$ cat config.mk
export PLATFORM = sky130hd
export DESIGN_NAME = rom_port_arbiter
export DESIGN_NICKNAME = d
export VERILOG_FILES = /design/src/rtl/rom_port_arbiter.sv
export SDC_FILE = /design/constraint.sdc
export NUM_CORES = 1
export LEC_CHECK = 0
export BUFFER_PORTS_ARGS = -buffer_cell sky130_fd_sc_hd__buf_2
export CORE_AREA = 2 2 69 71
export DETAILED_ROUTE_END_ITERATION = 7
export DIE_AREA = 0 0 71 73
export GPL_TIMING_DRIVEN = 0
export PLACE_DENSITY = 0.65
export SLEW_MARGIN = 25
export SYNTH_ARGS = -nofsm -noshare
export SYNTH_HDL_FRONTEND = slang
export SYNTH_SLANG_ARGS = --single-unit
$ cat constraint.sdc
create_clock -name clk_i -period 2.2 [get_ports clk_i]
set_input_delay 0.22 -clock clk_i [delete_from_list [all_inputs] [get_ports clk_i]]
set_output_delay 0.22 -clock clk_i [all_outputs]
set_load 0.005 [all_outputs]
$ cat src/rtl/rom_port_arbiter.sv
// Two-master arbiter for the ROM data read port with a one-cycle registered response path.
// Define ROM_ARB_RR_EN for round-robin arbitration; the default build uses fixed priority to master 0.
module rom_port_arbiter #(
    parameter int unsigned MEM_DEPTH = 256,
    localparam int unsigned AW = $clog2(MEM_DEPTH)
) (
    input  logic          clk_i,
    input  logic          rst_ni,

    input  logic          m0_req_i,
    input  logic [31:0]   m0_addr_i,
    output logic          m0_gnt_o,
    output logic          m0_rvalid_o,
    output logic [31:0]   m0_rdata_o,
    output logic          m0_err_o,

    input  logic          m1_req_i,
    input  logic [31:0]   m1_addr_i,
    output logic          m1_gnt_o,
    output logic          m1_rvalid_o,
    output logic [31:0]   m1_rdata_o,
    output logic          m1_err_o,

    output logic          rom_en_o,
    output logic [AW-1:0] rom_addr_o,
    input  logic [31:0]   rom_rdata_i
);

    logic        prefer_m1;
    logic        gnt0;
    logic        gnt1;
    logic        any_gnt;
    logic [31:0] sel_addr;
    logic        addr_ok;

    logic        rsp_valid_q;
    logic        rsp_owner_q;
    logic        rsp_err_q;

`ifdef ROM_ARB_RR_EN
    logic ptr_q;

    // Pointer names the preferred master: the one not granted most recently.
    always_ff @(posedge clk_i or negedge rst_ni) begin
        if (!rst_ni) begin
            ptr_q <= 1'b0;
        end else if (any_gnt) begin
            ptr_q <= gnt0;
        end
    end

    assign prefer_m1 = ptr_q;
`else
    assign prefer_m1 = 1'b0;
`endif

    always_comb begin
        gnt0     = m0_req_i & (~m1_req_i | ~prefer_m1);
        gnt1     = m1_req_i & ~gnt0;
        any_gnt  = gnt0 | gnt1;
        sel_addr = gnt0 ? m0_addr_i : m1_addr_i;
        addr_ok  = (sel_addr[31:AW+2] == '0) && (sel_addr[1:0] == 2'b00);
    end

    assign m0_gnt_o   = gnt0;
    assign m1_gnt_o   = gnt1;
    assign rom_en_o   = any_gnt & addr_ok;
    assign rom_addr_o = rom_en_o ? sel_addr[AW+1:2] : '0;

    always_ff @(posedge clk_i or negedge rst_ni) begin
        if (!rst_ni) begin
            rsp_valid_q <= 1'b0;
            rsp_owner_q <= 1'b0;
            rsp_err_q   <= 1'b0;
        end else begin
            rsp_valid_q <= any_gnt;
            rsp_owner_q <= gnt1;
            rsp_err_q   <= any_gnt & ~addr_ok;
        end
    end

    // Read data is zeroed unless a non-error response is owned, so stale ROM output never leaks.
    always_comb begin
        m0_rvalid_o = rsp_valid_q & ~rsp_owner_q;
        m1_rvalid_o = rsp_valid_q & rsp_owner_q;
        m0_err_o    = m0_rvalid_o & rsp_err_q;
        m1_err_o    = m1_rvalid_o & rsp_err_q;
        m0_rdata_o  = (m0_rvalid_o && !rsp_err_q) ? rom_rdata_i : 32'h0;
        m1_rdata_o  = (m1_rvalid_o && !rsp_err_q) ? rom_rdata_i : 32'h0;
    end

endmodule

# Word level (Yosys, flattened, before mapping)

Index checks and enable logic that the tools add are counted.

Add/subtract/negate cells: 0
$mul: 0
Div/mod/pow operators: 0
Order comparisons: 0
Eq/ne operators: 0
Shift-type cells: 0
Mux-type cells: 4
Bitwise gates (word level): 11
Reductions and logical operators: 6

Operator list:

| cell                | number |
|---|---|
| $mux W32            | 3 |
| $logic_not A22 Y1   | 1 |
| $mux W8             | 1 |
| $and A1 B1 Y1       | 7 |
| $logic_and A1 B1 Y1 | 3 |
| $not A1 Y1          | 3 |
| $logic_not A2 Y1    | 1 |
| $logic_not A1 Y1    | 1 |
| $or A1 B1 Y1        | 1 |

Bits in registers: 3
Latch bits: 0
Memory bits (writable): 0
Memory bits (read-only): 0
Output and inout bits: 79
Logic and storage cells: 24
Memories: 0

# Logic depth before layout (Yosys ltp)

Gate-level depths: netlist of the first run.

Depth in word-level cells: 5
Gate-level depth with buffers: 5
Gate-level depth less buffers: 4

# Worst setup path after synthesis of the first run

Ideal clock, no wire load.

Kind: register to output
Start: register rsp_owner_q
End: output port m0_rdata_o[10]
Arrival time: 1082 ps
Slack: 898 ps
Cell stages (with the launch flop): 5
Cells stage by stage: dfrtp_1 nor2b_1 and2b_1 clkbuf_1 and2_1

Longest elaborated chain between the ends: 4

Ends and longest elaborated chain:

| item                   | RTL line | RTL |
|---|---|---|
| start, declared        | 37       | `logic rsp_owner_q;` |
| start signal, assigned | 77       | `rsp_owner_q <= gnt1;` |
| $not A1 Y1             | 84       | `m0_rvalid_o = rsp_valid_q & ~rsp_owner_q;` |
| $and A1 B1 Y1          | 84       |  |
| via m0_rvalid_o        | 13       | `output logic m0_rvalid_o,` |
| $logic_and A1 B1 Y1    | 88       | `m0_rdata_o = (m0_rvalid_o && !rsp_err_q) ? rom_rdata_i : 32'h0;` |
| $mux W32               | 88       |  |
| end, declared          | 14       | `output logic [31:0] m0_rdata_o,` |

The timed path passes the listed nets, and every way through them passes these cells.

# Worst setup path in the final report of the first run

Start: register rsp_owner_q
End: output port m0_rdata_o[3]

Longest elaborated chain between the ends: 4

Ends and longest elaborated chain:

| item                | RTL line |
|---|---|
| $not A1 Y1          | 84 |
| $and A1 B1 Y1       | 84 |
| $logic_and A1 B1 Y1 | 88 |
| $mux W32            | 88 |

Every way passes these cells.

==> results by group, run 1 <==
Run status
  – Outcome: completed

Clocking
  – Worst-path clk slew: 30 ps
  – Clock buffer depth: 2
  – Htree depth: 1
  – Root buf cell: clkbuf_8
  – Post-CTS Resized: 0
  – Hold_buf cts: 1
  – Number of setup buffers added after CTS: 0
  – CTS tree: yes
  – TritonCTS buffer count: 3
  – TritonCTS sink count: 3

Timing
  – Fin. max-slew vios: 0
  – Hold Vio Cnt, Final: 0
  – Worst Tran Pin Value: 434 ps
  – Highest clock rate: 0.548 GHz
  – Final Cycle Share: 83.0%
  – Setup_tns: 0 ps
  – RSZ-0062 raised after global routing: false
  – Final hold slack: 232 ps
  – Worst slew margin: 71.1%
  – Final Critical Period: 1830 ps
  – Setup violations, final: 0

Yosys
  – Yosys warns: 0
  – Largest area contributor in the netlist: and2_1
  – Synth Cell Area: 805 um2
  – Synth unique cells: 19
  – Synthesis-stage register bit count: 3
  – Mean post-synth cell area: 6.59 um2
  – Syn nets: 222
  – Syn Inst Count: 122
  – Synth area leaders: and2_1 (52%), dfrtp_1 (9.3%), a22oi_1 (7.5%), nor4_1 (6.2%), nor2_1 (3.7%)
  – Register area share after synthesis: 9.33%
  – Synth top area share: 52.1%

Placed design
  – I/O Buffers: 178
  – Post-DP HPWL: 3690 um
  – GPL Wtd Cong: 0.875

Setup path
  – Critical Path Start Type: flop
  – CP max stage cell: dfrtp_1
  – CP cell instances: nor2b_1 -> and2b_1 -> clkbuf_1 -> and2_1 -> buf_2
  – Crit path depth: 5
  – Crit path DAT: 1610 ps
  – CP Capture Type: output port
  – Worst Path Buf+Inv: 2
  – Slowest Stage Delay on Critical Path: 380 ps
  – Kind of critical path: reg -> out
  – CP required: 1980 ps
  – Worst Setup SP: rsp_owner_q
  – Delay-heaviest family, CP: simple AND/OR/NAND/NOR gates
  – Worst-path fanout max: 10

Drt
  – Post-DRT Antenna Nets: 0
  – WL/cell: 11.0 um
  – 1st-pass router iterations: 2
  – Final WL: 3970 um
  – Vias per cell: 4.16
  – DRC: 0
  – Vias: 1493
  – Initial detailed-routing violation count: 22

GRT
  – GRT busiest layer: met2
  – Grt ovf: 0
  – Initial antenna violation count: 0
  – Met3 Track Usage GR: 3.45%
  – Met1 usage: 13.8%
  – Global-route wire length before repair: 5690 um
  – Met2 Use GR: 27.8%
  – Number of global-route vias before repair: 1288
  – Gr usage total: 14.1%
  – Pin count of the biggest net entering global routing: 11

Floorplan
  – Die Height: 73 um
  – Row cnt: 25
  – Core area: 4540 um2
  – Die W: 71 um
  – Initial Util: 17.7%
  – Die area: 5180 um2
  – Num ports: 179

Finish
  – Most common cell after layout, fill and taps aside: buf_2
  – Layout cell share with drive strength beyond 1: 61.0%
  – Diode count: 0
  – Layout area overhead: 126%
  – Seq. cell area: 75.1 um2
  – Most frequent cells in the layout: buf_2 (179), and2_1 (67)
  – Fill count: 481
  – Multi-input gate area: 679 um2
  – Layout Nets: 406

Pwr
  – Pleak: 1.15 nW
  – Cell Pwr Density: 225 nW/um2
  – Max IR drop VDD: 0.000111 V

Flow run
  – Max-cap violations: 0

Hold path
  – Min-delay src: m1_req_i
  – Hold Crit Class: in -> reg
  – Hold Path Depth: 2
synthesized netlist by cell type:
cell,instances
a22o_1,1
a22oi_1,8
and2_1,67
and2b_1,1
and3_1,1
buf_2,1
buf_4,1
buf_6,1
clkbuf_1,7
dfrtp_1,3
nand3_1,2
nand4_1,2
nor2_1,8
nor2b_1,4
nor3_1,4
nor4_1,8
nor4b_1,1
nor4b_2,1
or2_2,1
power breakdown:
group | switching [mW] | internal, mW | leakage (nW)
Sequential | 0.00199 | 0.0584 | 0.0334
Combinational | 0.0748 | 0.115 | 1.10
Clock | 0.0354 | 0.124 | 0.0228
cell families (layout without fill, tap and decap cells):
logic type,count (synthesis),in the layout,synth area share (%)
compound gates,9,9,8.55
flops,3,3,9.33
buf+inv,10,193,6.22
simple gates,100,100,75.9
metrics by stage:
stage | cell area, um2 | power (mW) | setup slack (ps) | util, % | cells
final | 1820 | 0.409 | 375 | 40.1 | 359
after global placement | 1760 | 0.249 | 553 | 38.9 | 354
after detailed placement | 1760 | 0.252 | 549 | 38.9 | 354
after CTS | 1820 | 0.418 | 333 | 40.1 | 359
after global routing | 1820 | 0.446 | 202 | 40.1 | 359
after floorplan | 805 | 0.119 | 898 | - | 122
layout make-up:
cell class / instances / share of cell area (%)
well taps: 54 / 3.72
flip-flops and latches: 3 / 4.13
plain buffers: 10 / 2.75
repair buffers: 179 / 49.6
clock buffers: 4 / 2.48
multi-input cells: 109 / 37.4
state kept, by name, summed over array words and instances, names as in the netlist:
signal,count
rsp_err_q,1
rsp_owner_q,1
rsp_valid_q,1
layer usage:
| layer | up-vias | share of wire [%] |
|---|---|---|
| met5 | - | 0 |
| met3 | 4 | 12 |
| met4 | 0 | 1.8 |
| li1 | 770 | - |
| met2 | 106 | 54 |
| met1 | 613 | 33 |
worst paths after layout:
path / endpoint
worst max-delay path: m0_rdata_o[3]
worst min-delay path: rsp_valid_q
max in group asynchronous: rsp_owner_q
min in group asynchronous: rsp_err_q
Note: power is estimated with default switching activity, not from simulation.
==> run 2: changes to the inputs <==
- ABC_AREA: not set -> 1
- PLACE_DENSITY: 0.65 -> 0.67
- clock period: 2.2 -> 1.68 ns (I/O delays scaled with it)
==> results by group, run 2 <==
Run status
  – Outcome: completed

Finish
  – Fill count: 500 (+4.0%)
  – Layout Utilization: 42.5% (+2.4 points)
  – Finished Cell Area: 1930 um2 (+5.9%)
  – Most common cell after layout, fill and taps aside: buf_2
  – Post-Layout Cell Count: 430 (+20%)
  – Layout Nets: 477 (+17%)
  – Diode count: 0 (unchanged)
  – Layout area overhead: 112%
  – Most frequent cells in the layout: buf_2 (179), nor2_1 (96), inv_1 (44)
  – Top Registers: rsp_err_q (1), rsp_owner_q (1), rsp_valid_q (1)
  – Layout cell share with drive strength beyond 1: 52.7% (-8.3 points)

Placed design
  – Placement Cell Area: 1860 um2 (+5.5%)
  – I/O Buffers: 177 (-0.56%)
  – Inst Count DP: 425 (+20%)
  – GPL Wtd Cong: 0.791 (-9.6%)
  – Post-DP HPWL: 3400 um (-7.9%)

Floorplan
  – Initial Util: 20.0% (+2.3 points)
  – Num ports: 179 (unchanged)
  – Die W: 71 um (unchanged)
  – Die Height: 73 um (unchanged)
  – Row cnt: 25 (unchanged)
  – Die area: 5180 um2 (unchanged)
  – Core area: 4540 um2 (unchanged)

Yosys
  – Synth top area share: 40.1% (-12 points)
  – Register area share after synthesis: 8.28% (-1.1 points)
  – Synth unique cells: 17 (-2)
  – Most numerous cell in the Yosys netlist: nor2_1
  – Simple-gate share of the synthesized area: 58.3% (-18 points)
  – Synth Flop Type: dfrtp_1
  – Largest area contributor in the netlist: nor2_1
  – Synth area leaders: nor2_1 (40%), inv_1 (18%), mux2i_1 (8.8%), dfrtp_1 (8.3%), nand2_1 (6.6%)
  – Mean post-synth cell area: 4.68 um2 (-29%)
  – Syn nets: 294 (+32%)
  – Mux share of post-synthesis cell area: 8.83% (+8.8 points)
  – Synth top cells by count: nor2_1 (97), inv_1 (44), nand2_1 (16)
  – Post-synthesis compound-gate area fraction: 0.552% (-8.0 points)
  – Syn Inst Count: 194 (+59%)
  – Yosys warns: 0 (unchanged)
  – Post-synth EDFFs: 0 (unchanged)
  – Largest family of logic cells by synthesized area: simple AND/OR/NAND/NOR gates
  – XOR/XNOR share of the synthesized area: 0% (unchanged)
  – Ys async rst share: 100% (unchanged)
  – Synth Cell Area: 907 um2 (+13%)
  – Adder-Cell Fraction of Synth Area: 0% (unchanged)
  – Synthesis-stage register bit count: 3 (unchanged)

Setup path
  – Kind of critical path: reg -> out
  – CP cell instances: nand2_1 -> inv_1 -> nand2_1 -> clkbuf_2 -> nor2_1 -> buf_2
  – CP required: 1510 ps (-470 ps)
  – CP max stage cell: dfrtp_1
  – Slowest Stage Delay on Critical Path: 410 ps (+30 ps)
  – Critical Path Most Common Cell: nand2_1
  – CP Capture Type: output port
  – Critical Path Start Type: flop
  – Worst-path fanout max: 10 (unchanged)
  – Crit path DAT: 1370 ps (-240 ps)

GRT
  – Global-route wire length before repair: 5530 um (-2.8%)
  – Initial antenna violation count: 0 (unchanged)
  – Gr usage total: 12.9% (-1.2 points)
  – Grt ovf: 0 (unchanged)
  – Pin count of the biggest net entering global routing: 11 (unchanged)
  – Number of global-route vias before repair: 1368 (+6.2%)

Clocking
  – TritonCTS sink count: 3 (unchanged)
  – Htree depth: 1 (unchanged)
  – TritonCTS buffer count: 3 (unchanged)
  – Worst-path clk slew: 30 ps (about the same)
  – Clock buffer depth: 2 (unchanged)
  – Number of setup buffers added after CTS: 0 (unchanged)
  – CTS tree: yes
  – Root buf cell: clkbuf_8

Timing
  – Setup violations, final: 0 (unchanged)
  – Hold Vio Cnt, Final: 0 (unchanged)
  – Worst slew margin: 85.1% (+14 points)
  – Worst Tran Pin Value: 223 ps (-211 ps)
  – Fin. max-slew vios: 0 (unchanged)
  – Final Critical Period: 1540 ps
  – Final Cycle Share: 91.5%
  – Highest clock rate: 0.651 GHz

Pwr
  – Pleak: 1.46 nW (+27%)
  – Max IR drop VDD: 0.000189 V (+71%)
  – Cell Pwr Density: 293 nW/um2 (+31%)

Hold path
  – Hold Crit Class: in -> reg

Drt
  – Vias: 1689 (+13%)
  – 1st-pass router iterations: 4 (+2)
  – Vias per cell: 3.93 (-5.6%)
  – Post-DRT Antenna Nets: 0 (unchanged)
  – DRC: 0 (unchanged)
  – Initial detailed-routing violation count: 5 (-77%)
  – Final WL: 3740 um (-5.7%)
  – WL/cell: 8.70 um (-21%)

Flow run
  – Max-cap violations: 0 (unchanged)
-- run 2: cell types whose count changed in the layout (fill, tap and decap cells not counted), sizes merged, moves of 4 or more --
cell and delta:
nor2 +94, and2 -67, inv +45, nand2 +16
a22oi -8, mux2i +8, nor4 -8, nor2b -4
-- run 2: final timing paths --
check / from / endpoint / slack [ps] / cells after the start
setup / recovery: rsp_owner_q / m1_rdata_o[13] / 140 / 6
hold / removal: m1_req_i / rsp_owner_q / 180 / 3
max in group asynchronous: rst_ni / rsp_err_q / 1280 / 2
min in group asynchronous: rst_ni / rsp_owner_q / 290 / 2
-- run 2: layer usage --
metal	GRT usage, %	vias to the layer above	routed length (um)
li1	-	911	-
met1	12.9	668	1310
met3	2.90	2	449
met5	0	-	0
met4	4.40	0	27
met2	26.0	108	1950
-- run 2: per-stage QoR --
stage | total power [mW] | setup TNS (ps) | hold slack, ps | setup slack, ps
2_1_floorplan | 0.192 | 0 | -128 | 539
3_3_place_gp | 0.354 | 0 | -36.4 | 229
3_5_place_dp | 0.358 | 0 | -34.3 | 191
4_1_cts | 0.575 | 0 | 181 | 3.09
5_1_grt | 0.619 | -3.85 | 199 | -3.85
6_report | 0.565 | 0 | 182 | 143
-- run 2: cell families (layout without fill, tap and decap cells) --
kind of cell / count (synthesis) / in the layout
AND/OR/NAND/NOR: 128 / 128
AO/OA/AOI/OAI: 1 / 1
multiplexers: 8 / 8
flip-flops: 3 / 3
buffers and inverters: 54 / 236
-- run 2: cell type report --
| class | count | area [um2] | area share, % |
|---|---|---|---|
| plain buffers | 9 | 56.3 | 2.92 |
| clock buffers | 4 | 45.0 | 2.34 |
| inverters | 45 | 169 | 8.77 |
| multi-input cells | 137 | 617 | 32.0 |
| flip-flops and latches | 3 | 75.1 | 3.90 |
| well taps | 54 | 67.6 | 3.51 |
| repair buffers | 178 | 896 | 46.5 |
-- run 2: where the power goes --
part | switching, mW | internal (mW)
registers | 0.00271 | 0.0765
logic | 0.126 | 0.153
clock network | 0.0450 | 0.162
total | 0.174 | 0.391
-- run 2: worst max-delay path: cells and delay by family (launching register included) --
kind	cells	cell delay (ps)
buffers and inverters	3	440
DFF	1	410
and+or+nand+nor	3	310
-- run 2: what timing repair did --
item | 4_1_cts | 5_1_grt
setup endpoints to repair | 10 | 50
hold buffers | 1 | 0
resized for setup | 1 | 13
hold endpoints to repair | 3 | 0
pin swaps | 0 | 0
